**src/rtl/dsp48a1_pkg.sv**
```systemverilog
// Shared types and constants for the DSP48A1 MAC sequencer.
// Optional pre-adder support is selected with the SEQ_PREADD_EN macro.
`timescale 1ns/1ps
package dsp48a1_pkg;

    localparam int unsigned OPND_W = 18;
    localparam int unsigned ACC_W  = 48;
    localparam int unsigned OPM_W  = 8;

    localparam logic [OPM_W-1:0] OPM_MAC_FIRST = 8'h01;  // X=M, Z=0
    localparam logic [OPM_W-1:0] OPM_MAC_ACC   = 8'h09;  // X=M, Z=P
    localparam logic [OPM_W-1:0] OPM_HOLD      = 8'h08;  // X=0, Z=P
    localparam int unsigned      PREADD_BIT    = 4;

    typedef enum logic [1:0] {
        ST_IDLE  = 2'd0,
        ST_RUN   = 2'd1,
        ST_DRAIN = 2'd2,
        ST_DONE  = 2'd3
    } state_e;

    // OPMODE for an accepted beat; the first beat of a job restarts the sum
    function automatic logic [OPM_W-1:0] beat_opmode(input logic first);
        logic [OPM_W-1:0] opm;
        opm = first ? OPM_MAC_FIRST : OPM_MAC_ACC;
`ifdef SEQ_PREADD_EN
        opm[PREADD_BIT] = 1'b1;
`endif
        return opm;
    endfunction

endpackage

```
**src/rtl/dsp48a1_opmode_delay.sv**
```systemverilog
// Fixed-depth shift register aligning OPMODE with the slice's internal
// register stages. DEPTH=0 is a plain wire.
`timescale 1ns/1ps
module dsp48a1_opmode_delay #(
    parameter int unsigned DEPTH = 1,
    parameter int unsigned W     = 8
) (
    input  logic         clk,
    input  logic         rst_n,
    input  logic [W-1:0] din,
    output logic [W-1:0] dout
);

    if (DEPTH == 0) begin : g_bypass
        assign dout = din;
    end else begin : g_pipe
        localparam int unsigned SR_W = DEPTH * W;
        logic [SR_W-1:0] sr;

        // Shift a new OPMODE in at the bottom every cycle
        always_ff @(posedge clk) begin
            if (!rst_n) begin
                sr <= '0;
            end else begin
                sr <= (sr << W) | SR_W'(din);
            end
        end

        assign dout = sr[SR_W-1 -: W];
    end

endmodule

```
**src/rtl/dsp48a1_mac_sequencer.sv**
```systemverilog
// Initiator-side MAC sequencer for one DSP48A1 slice: accepts operand
// beats, drives the slice to accumulate a signed sum of products, waits
// out the pipeline and returns the 48-bit result.
// Optional feature macro: SEQ_PREADD_EN (adds s_d and the pre-adder).
`timescale 1ns/1ps
module dsp48a1_mac_sequencer
    import dsp48a1_pkg::*;
#(
    parameter int unsigned PIPE_DEPTH = 3,
    parameter int unsigned OPMODE_LAG = 1,
    parameter int unsigned LEN_W      = 12
) (
    input  logic              clk,
    input  logic              rst_n,
    input  logic              s_valid,
    output logic              s_ready,
    input  logic [OPND_W-1:0] s_a,
    input  logic [OPND_W-1:0] s_b,
`ifdef SEQ_PREADD_EN
    input  logic [OPND_W-1:0] s_d,
`endif
    input  logic              s_last,
    output logic              r_valid,
    input  logic              r_ready,
    output logic [ACC_W-1:0]  r_data,
    output logic [LEN_W:0]    r_count,
    output logic              r_ovf,
    output logic [OPND_W-1:0] dsp_a,
    output logic [OPND_W-1:0] dsp_b,
    output logic [OPND_W-1:0] dsp_d,
    output logic [ACC_W-1:0]  dsp_c,
    output logic [OPM_W-1:0]  dsp_opmode,
    output logic              dsp_carryin,
    output logic              dsp_ce,
    output logic              dsp_rst,
    input  logic [ACC_W-1:0]  dsp_p
);

    localparam int unsigned DRAIN_LOAD = PIPE_DEPTH + OPMODE_LAG;
    localparam int unsigned DRAIN_W    = (DRAIN_LOAD == 0) ? 1 : $clog2(DRAIN_LOAD + 1);
    localparam logic [LEN_W:0] CNT_MAX = {1'b1, {LEN_W{1'b0}}};

    state_e               state;
    state_e               state_nx;
    logic [DRAIN_W-1:0]   drain_cnt;
    logic [OPM_W-1:0]     opm_q;
    logic                 accept_c;
    logic                 first_c;
    logic                 drain_done_c;

    assign accept_c     = s_valid & s_ready;
    assign first_c      = (state == ST_IDLE);
    assign drain_done_c = (drain_cnt == '0);

    assign dsp_c       = '0;
    assign dsp_carryin = 1'b0;

    // State register
    always_ff @(posedge clk) begin
        if (!rst_n) begin
            state <= ST_IDLE;
        end else begin
            state <= state_nx;
        end
    end

    // Next-state logic
    always_comb begin
        state_nx = state;
        case (state)
            ST_IDLE, ST_RUN: begin
                if (accept_c) begin
                    state_nx = s_last ? ST_DRAIN : ST_RUN;
                end
            end
            ST_DRAIN: begin
                if (drain_done_c) begin
                    state_nx = ST_DONE;
                end
            end
            ST_DONE: begin
                if (r_valid && r_ready) begin
                    state_nx = ST_IDLE;
                end
            end
            default: state_nx = ST_IDLE;
        endcase
    end

    // Handshake flags follow the upcoming state so they are glitch-free
    always_ff @(posedge clk) begin
        if (!rst_n) begin
            s_ready <= 1'b0;
            r_valid <= 1'b0;
        end else begin
            s_ready <= (state_nx == ST_IDLE) || (state_nx == ST_RUN);
            r_valid <= (state_nx == ST_DONE);
        end
    end

    // Operand and OPMODE launch; idle cycles send zeros and a P-hold
    always_ff @(posedge clk) begin
        if (!rst_n) begin
            dsp_a <= '0;
            dsp_b <= '0;
            opm_q <= '0;
        end else begin
            dsp_a <= accept_c ? s_a : '0;
            dsp_b <= accept_c ? s_b : '0;
            opm_q <= accept_c ? beat_opmode(first_c) : OPM_HOLD;
        end
    end

`ifdef SEQ_PREADD_EN
    // Pre-adder operand travels with A/B
    always_ff @(posedge clk) begin
        if (!rst_n) begin
            dsp_d <= '0;
        end else begin
            dsp_d <= accept_c ? s_d : '0;
        end
    end
`else
    assign dsp_d = '0;
`endif

    dsp48a1_opmode_delay #(
        .DEPTH (OPMODE_LAG),
        .W     (OPM_W)
    ) u_opm_dly (
        .clk   (clk),
        .rst_n (rst_n),
        .din   (opm_q),
        .dout  (dsp_opmode)
    );

    // Drain counter covers the slice pipeline after the last beat
    always_ff @(posedge clk) begin
        if (!rst_n) begin
            drain_cnt <= '0;
        end else if (accept_c && s_last) begin
            drain_cnt <= DRAIN_W'(DRAIN_LOAD);
        end else if (state == ST_DRAIN && !drain_done_c) begin
            drain_cnt <= drain_cnt - DRAIN_W'(1);
        end
    end

    // Beat counter saturates at 2^LEN_W and flags any beat beyond it
    always_ff @(posedge clk) begin
        if (!rst_n) begin
            r_count <= '0;
            r_ovf   <= 1'b0;
        end else if (accept_c) begin
            if (first_c) begin
                r_count <= (LEN_W+1)'(1);
                r_ovf   <= 1'b0;
            end else if (r_count == CNT_MAX) begin
                r_ovf   <= 1'b1;
            end else begin
                r_count <= r_count + (LEN_W+1)'(1);
            end
        end
    end

    // Result capture once the pipeline has fully drained
    always_ff @(posedge clk) begin
        if (!rst_n) begin
            r_data <= '0;
        end else if (state == ST_DRAIN && drain_done_c) begin
            r_data <= dsp_p;
        end
    end

    // Slice enable/reset derived from the block reset
    always_ff @(posedge clk) begin
        dsp_ce  <= rst_n;
        dsp_rst <= ~rst_n;
    end

endmodule

```
**config.mk**
```make
export PLATFORM = sky130hd
export DESIGN_NAME = dsp48a1_mac_sequencer
export DESIGN_NICKNAME = d
export VERILOG_FILES = /design/src/rtl/dsp48a1_pkg.sv /design/src/rtl/dsp48a1_opmode_delay.sv /design/src/rtl/dsp48a1_mac_sequencer.sv
export SDC_FILE = /design/constraint.sdc
export NUM_CORES = 1
export LEC_CHECK = 0
export ABC_AREA = 1
export BUFFER_PORTS_ARGS = -buffer_cell sky130_fd_sc_hd__buf_4
export CORE_MARGIN = 1.5
export CORE_UTILIZATION = 44
export CTS_CLUSTER_DIAMETER = 50
export DETAILED_ROUTE_END_ITERATION = 16
export HOLD_SLACK_MARGIN = 0.03
export PLACE_DENSITY_LB_ADDON = 0.15
export SLEW_MARGIN = 20
export SYNTH_ARGS = -nofsm -noshare
export SYNTH_HDL_FRONTEND = slang
export SYNTH_HIERARCHICAL = 1
export SYNTH_SLANG_ARGS = --single-unit
```
**constraint.sdc**
```tcl
create_clock -name clk -period 2.1 [get_ports clk]
set_clock_uncertainty 0.2 [all_clocks]
set_input_delay 0.42 -clock clk [delete_from_list [all_inputs] [get_ports clk]]
set_output_delay 0.42 -clock clk [all_outputs]
set_load 0.02 [all_outputs]
```
Yosys cells after proc, flatten, opt, wreduce, memory -nomap -nowiden

Index checks and enable logic that the tools add are counted.

Register bits after elaboration: 123
Word-level logic and storage cells: 55
Input bits: 89
Output and inout port bits: 177

Reduce and logical (&&, ||, !) cells: 16
Equality and inequality tests: 7
Bitwise logic cells: 2
Multiplexer cells: 13
Add/sub/neg operators: 2

Operators by type and width:

| kind                                              | number |
|---|---|
| two-way mux 13 bit                                | 2 |
| adder 13 x 1 -> 13 bit (second input constant)    | 1 |
| == test 13 bit (second input constant)            | 1 |
| two-way mux 2 bit                                 | 4 |
| two-way mux 4 bit                                 | 2 |
| == test 2 bit (second input constant)             | 3 |
| two-way mux 3 bit                                 | 2 |
| case mux 2 bit (3 select lines)                   | 1 |
| AND reduction 2 bit                               | 3 |
| == test 2 x 1 -> 1 bit (second input constant)    | 2 |
| logical AND 1 bit                                 | 4 |
| zero test 2 bit                                   | 2 |
| nonzero test 2 bit                                | 2 |
| OR reduction 2 bit                                | 2 |
| zero test 3 bit                                   | 1 |
| subtractor 3 x 1 -> 3 bit (second input constant) | 1 |
| two-way mux 1 bit                                 | 2 |
| != test 2 bit (second input constant)             | 1 |
| bitwise AND 1 bit                                 | 1 |
| zero test 1 bit                                   | 1 |
| logical OR 1 bit                                  | 1 |
| inverter 1 bit                                    | 1 |

Depth between registers and ports, before layout

Word-level depth: 5
Mapped depth: 13
Mapped depth without buffers: 13

Cells and area by module

The synthesis kept the hierarchy.

By module, submodules not included:

| module                | times used | cells an instance | area an instance (um2) | seq. area each (um2) |
|---|---|---|---|---|
| dsp48a1_mac_sequencer | 1          | 584               | 4548.1                 | 2182.1 |
| dsp48a1_opmode_delay  | 1          | 25                | 225.2                  | 160.2 |

Worst setup path before layout

No wires, ideal clock.

Kind: register to register
From: register r_count[0]
To: register r_count[5]
Buffers on the path: 0
Data arrival time: 1.438 ns
Data required time: 1.791 ns
Clock period less this slack: 1.747 ns
Stages on the path, launching flop included: 13
Setup slack: 0.353 ns
Library setup time: 0.109 ns
Path through: dfxtp_1 -> inv_1 -> ha_1 -> nand2_1 -> inv_1 -> nand2_1 -> nor2_2 -> nand2_2 -> nand2_4 -> o21ai_0 -> nand2_1 -> nand2_1 -> inv_1

Longest elaborated chain between the ends: 3
Elaborated cells between the ends (all ways): 6
Those cells by class: 1 x add/sub; 2 x eq/ne; 2 x mux; 1 x reduce/logical

RTL lines:

| what                                                             | line                                                       | source |
|---|---|---|
| from (decl)                                                      | dsp48a1_mac_sequencer.sv:26                                | `output logic [LEN_W:0] r_count,` |
| from (signal assigned)                                           | dsp48a1_mac_sequencer.sv:155                               | `r_count <= (LEN_W+1)'(1);` |
| from (signal assigned)                                           | dsp48a1_mac_sequencer.sv:160                               | `r_count <= r_count + (LEN_W+1)'(1);` |
| adder 13 x 1 -> 13 bit / == test 13 bit (equally long branches)  | dsp48a1_mac_sequencer.sv:160, dsp48a1_mac_sequencer.sv:157 |  |
| two-way mux 13 bit / != test 2 bit (equally long branches)       | -                                                          |  |
| two-way mux 13 bit / AND reduction 2 bit (equally long branches) | -                                                          |  |

Parallel ways exist; a longest one is shown, timed or not. The select of a mux whose other input is x is not followed.
A chain may end at the register's enable or synchronous reset.

Worst setup path in the final report

From: input port rst_n
To: register dsp_b[4]

Longest elaborated chain between the ends: 1

RTL lines:

| what                          | line                         | source |
|---|---|---|
| from (decl)                   | dsp48a1_mac_sequencer.sv:14  | `input logic rst_n,` |
| AND reduction 2 bit (no line) | -                            |  |
| to (signal assigned)          | dsp48a1_mac_sequencer.sv:109 | `dsp_b <= accept_c ? s_b : '0;` |
| to (decl)                     | dsp48a1_mac_sequencer.sv:29  | `output logic [OPND_W-1:0] dsp_b,` |

No other way between the ends.

==> metrics.md <==
| Metric | Value |
|---|---|
| Startpoint types | input pin |
| Total power | 0.00593 W |
| Largest net degree at the start of global routing | 49 |
| Synth Instances | 609 |
| # setup viols final | 0 |
| Library cells used by synthesis | 29 |
| N_diodes | 0 |
| RR Endpoint | r_count[5] |
| Crit path capture type | flop |
| EDFF count, synth | 0 |
| Share of the synthesized area in the top cell type | 0.491 |
| Num rows | 37 |
| Mapped Area | 0.00477 mm^2 |
| Outcome | complete, no violations |
| WP data arrival | 2.02 ns |
| Yosys Warn Count | 6 |
| First-pass GRT wire length | 22300 um |
| IO Pins | 266 |
| Fill cells | 746 |
| DRC | 0 |
| Slew @ Worst Pin | 0.581 ns |
| Worst R2R Start | r_count[0] |
| Ys async rst share | 0 |
| Synth area leaders | dfxtp_1 (49%), nor2_1 (11%), buf_4 (11%) |
| Die Y | 107 um |
| Worst vdd ir | 0.000456 V |
| Max Buffers Root-to-Sink | 2 |
| Total track usage | 0.249 |
| Grt total ovfl | 0 |
| Vias in the first global route | 4883 |
| Core Area | 0.0104 mm^2 |
| Mean post-synth cell area | 7.84 um^2 |
| Share of layout cells above drive strength 1 | 0.292 |
| Static leakage | 3.90 nW |
| Root buffer cell | clkbuf_8 |
| Fin. Hold Viols | 0 |
| Crit Path Class | input pin to flop |
| Hold Path Class | input pin to flop |
| Pwr Density | 789 mW/mm^2 |
| Initial DRC Count | 182 |
| Routability cong. | 0.883 |
| Yosys top cell by area | dfxtp_1 |
| # clock sinks | 117 |
| Sequential area share after synthesis | 0.491 |
| CTS tree | yes |
| FMAX | 0.537 GHz |
| FF+latch count, synth | 117 |
| Vias per cell | 4.47 |
| Final HPWL DP | 8810 um |
| Data required time of the critical path | 2.26 ns |
| Drt first pass iters | 5 |
| Final worst setup slack | 0.239 ns |
| Wirelength, routed | 14000 um |
| Starting Density | 0.458 |
| Worst relative slew slack | 0.612 |
| Final min period | 1.86 ns |
| Die Wd | 107 um |
| Post-CTS Setup Bufs | 0 |
| Post-CTS Resized | 0 |
| Worst Hold Path EP | drain_cnt[2] |
| Hold depth | 5 |
| H-tree level count | 4 |
| CTS Buf Count | 17 |
| PortBufs | 198 |
| Reg2reg setup slack | 0.32 ns |
| Worst-Skew Late Latency | 0.51 ns |
| Most common cell in the netlist | nor2_1 |
| Setup WS pre-CTS | 0.306 ns |
| RSZ-0062 raised after global routing | no |
| Hold path start | s_last |
| Wire length per cell | 13.4 um |
| Part of the cycle the worst path needs | 0.886 |
| Total number of vias | 4676 |
| Clock-pin slew on the worst setup and hold paths | 0.06 ns |
| Antenna Nets Post-Route | 0 |
| Die area | 0.0115 mm^2 |
| R2r worst-path depth | 12 |
| Synthesis-to-finish area growth | 57.3% |
| Setup Total Neg Slack | 0 ns |
| Main flop type after synthesis | dfxtp_1 |
| Most instantiated cells after synthesis | nor2_1 (143), dfxtp_1 (117), inv_1 (70) |
| Critical path fanouts, max | 36 |
| Initial antenna violation count | 0 |
| Max-Cap Viols | 0 |
| Final slew viol count | 0 |
| Fin nets | 991 |
stage by stage:
step	util	instances	hold WS [ns]	cell area [um^2]
global placement	0.587	930	0.208	6110
detailed placement	0.587	930	0.217	6110
global route	0.721	1046	0.0918	7510
finish	0.721	1046	0.0775	7510
CTS	0.721	1046	0.0556	7510
floorplan	-	681	0.190	5040
layer usage:
metal,part of all wire,GRT usage,vias up
li1,-,-,2288
met1,0.37,0.256,2139
met2,0.54,0.458,207
met3,0.060,0.0705,42
met4,0.035,0.121,0
met5,0,0,-
power breakdown:
group / switching, W / total (W) / leakage [nW] / internal, W
Sequential: 0.0000493 / 0.00237 / 0.953 / 0.00232
Clock: 0.000973 / 0.00267 / 0.270 / 0.00169
Combinational: 0.000502 / 0.000891 / 2.68 / 0.000389
state kept, by name (all words and copies together) (netlist names):
name and cells:
drain_cnt 3, dsp_a 18, dsp_b 18, dsp_ce 1, dsp_rst 1, opm_q 2
r_count 13, r_data 48, r_ovf 1, r_valid 1, s_ready 1, state 2
u_opm_dly/dout 8
timing repair:
item                                    4_1_cts  5_1_grt
hold buffers                                 85        0
hold endpoints to repair                     87        0
endpoints found under the setup margin        0        0
how the worst max path moves through the flow:
stage | end | depth (start not counted) | slack, ns | from
finish | dsp_b[4] | 6 | 0.24 | rst_n
global route | dsp_a[16] | 6 | 0.12 | rst_n
CTS | r_count[6] | 1 | 0.28 | r_count[6]
detailed placement | dsp_b[11] | 5 | 0.31 | rst_n
global placement | r_count[5] | 12 | 0.37 | r_count[0]
floorplan | r_count[5] | 12 | 0.35 | r_count[0]
cell families (layout without fill, tap and decap cells):
group                      Yosys count  count (layout)  synth area share
buffers and inverters              166             395             0.196
AOI/OAI and AO/OA                   73              73            0.0789
other                                1              73          0.000786
adders and majority gates            4               4            0.0105
DFF                                117             117             0.491
and+or+nand+nor                    246             246             0.219
xor gates and xnor gates             2               2           0.00367
critical path, stage by stage:
cell and delay (ns):
dlygate4sd3_1 0.54, buf_4 0.20, inv_2 0.18, nor2_1 0.10, inv_2 0.44, nor2_1 0.12
final cells by class:
cell class                 count  area, um^2  area share
tap                          136         170      0.0227
clock buffer                  20         435      0.0580
timing repair buffer         288        2400       0.320
multi-input combinational    398        1770       0.235
clock inverter                11         110      0.0147
sequential                   117        2340       0.312
inverter                      76         285      0.0380
cell usage in the layout, fill, tap and decap left out:
cell and n:
buf_4 201, a211oi_1 1, xnor2_1 1, nand4_1 5, a21oi_2 1, bufinv_16 2, conb_1 73, o21ai_0 44
nor2_4 1, nand2_4 3, dlygate4sd3_1 85, ha_1 4, clkinv_2 7, a21oi_1 12, xor2_1 1, inv_1 70
inv_2 6, dfxtp_1 117, nand2_2 3, nor2_1 143, nor3_1 1, nor2_2 19, nand3_1 15, nor3_2 1
clkbuf_1 2, o21bai_1 1, clkbuf_8 2, o21a_1 1, clkinvlp_4 2, buf_12 2, o21ai_1 13, clkbuf_16 16
nand2_1 55
Power figures use the tool's default switching activity.
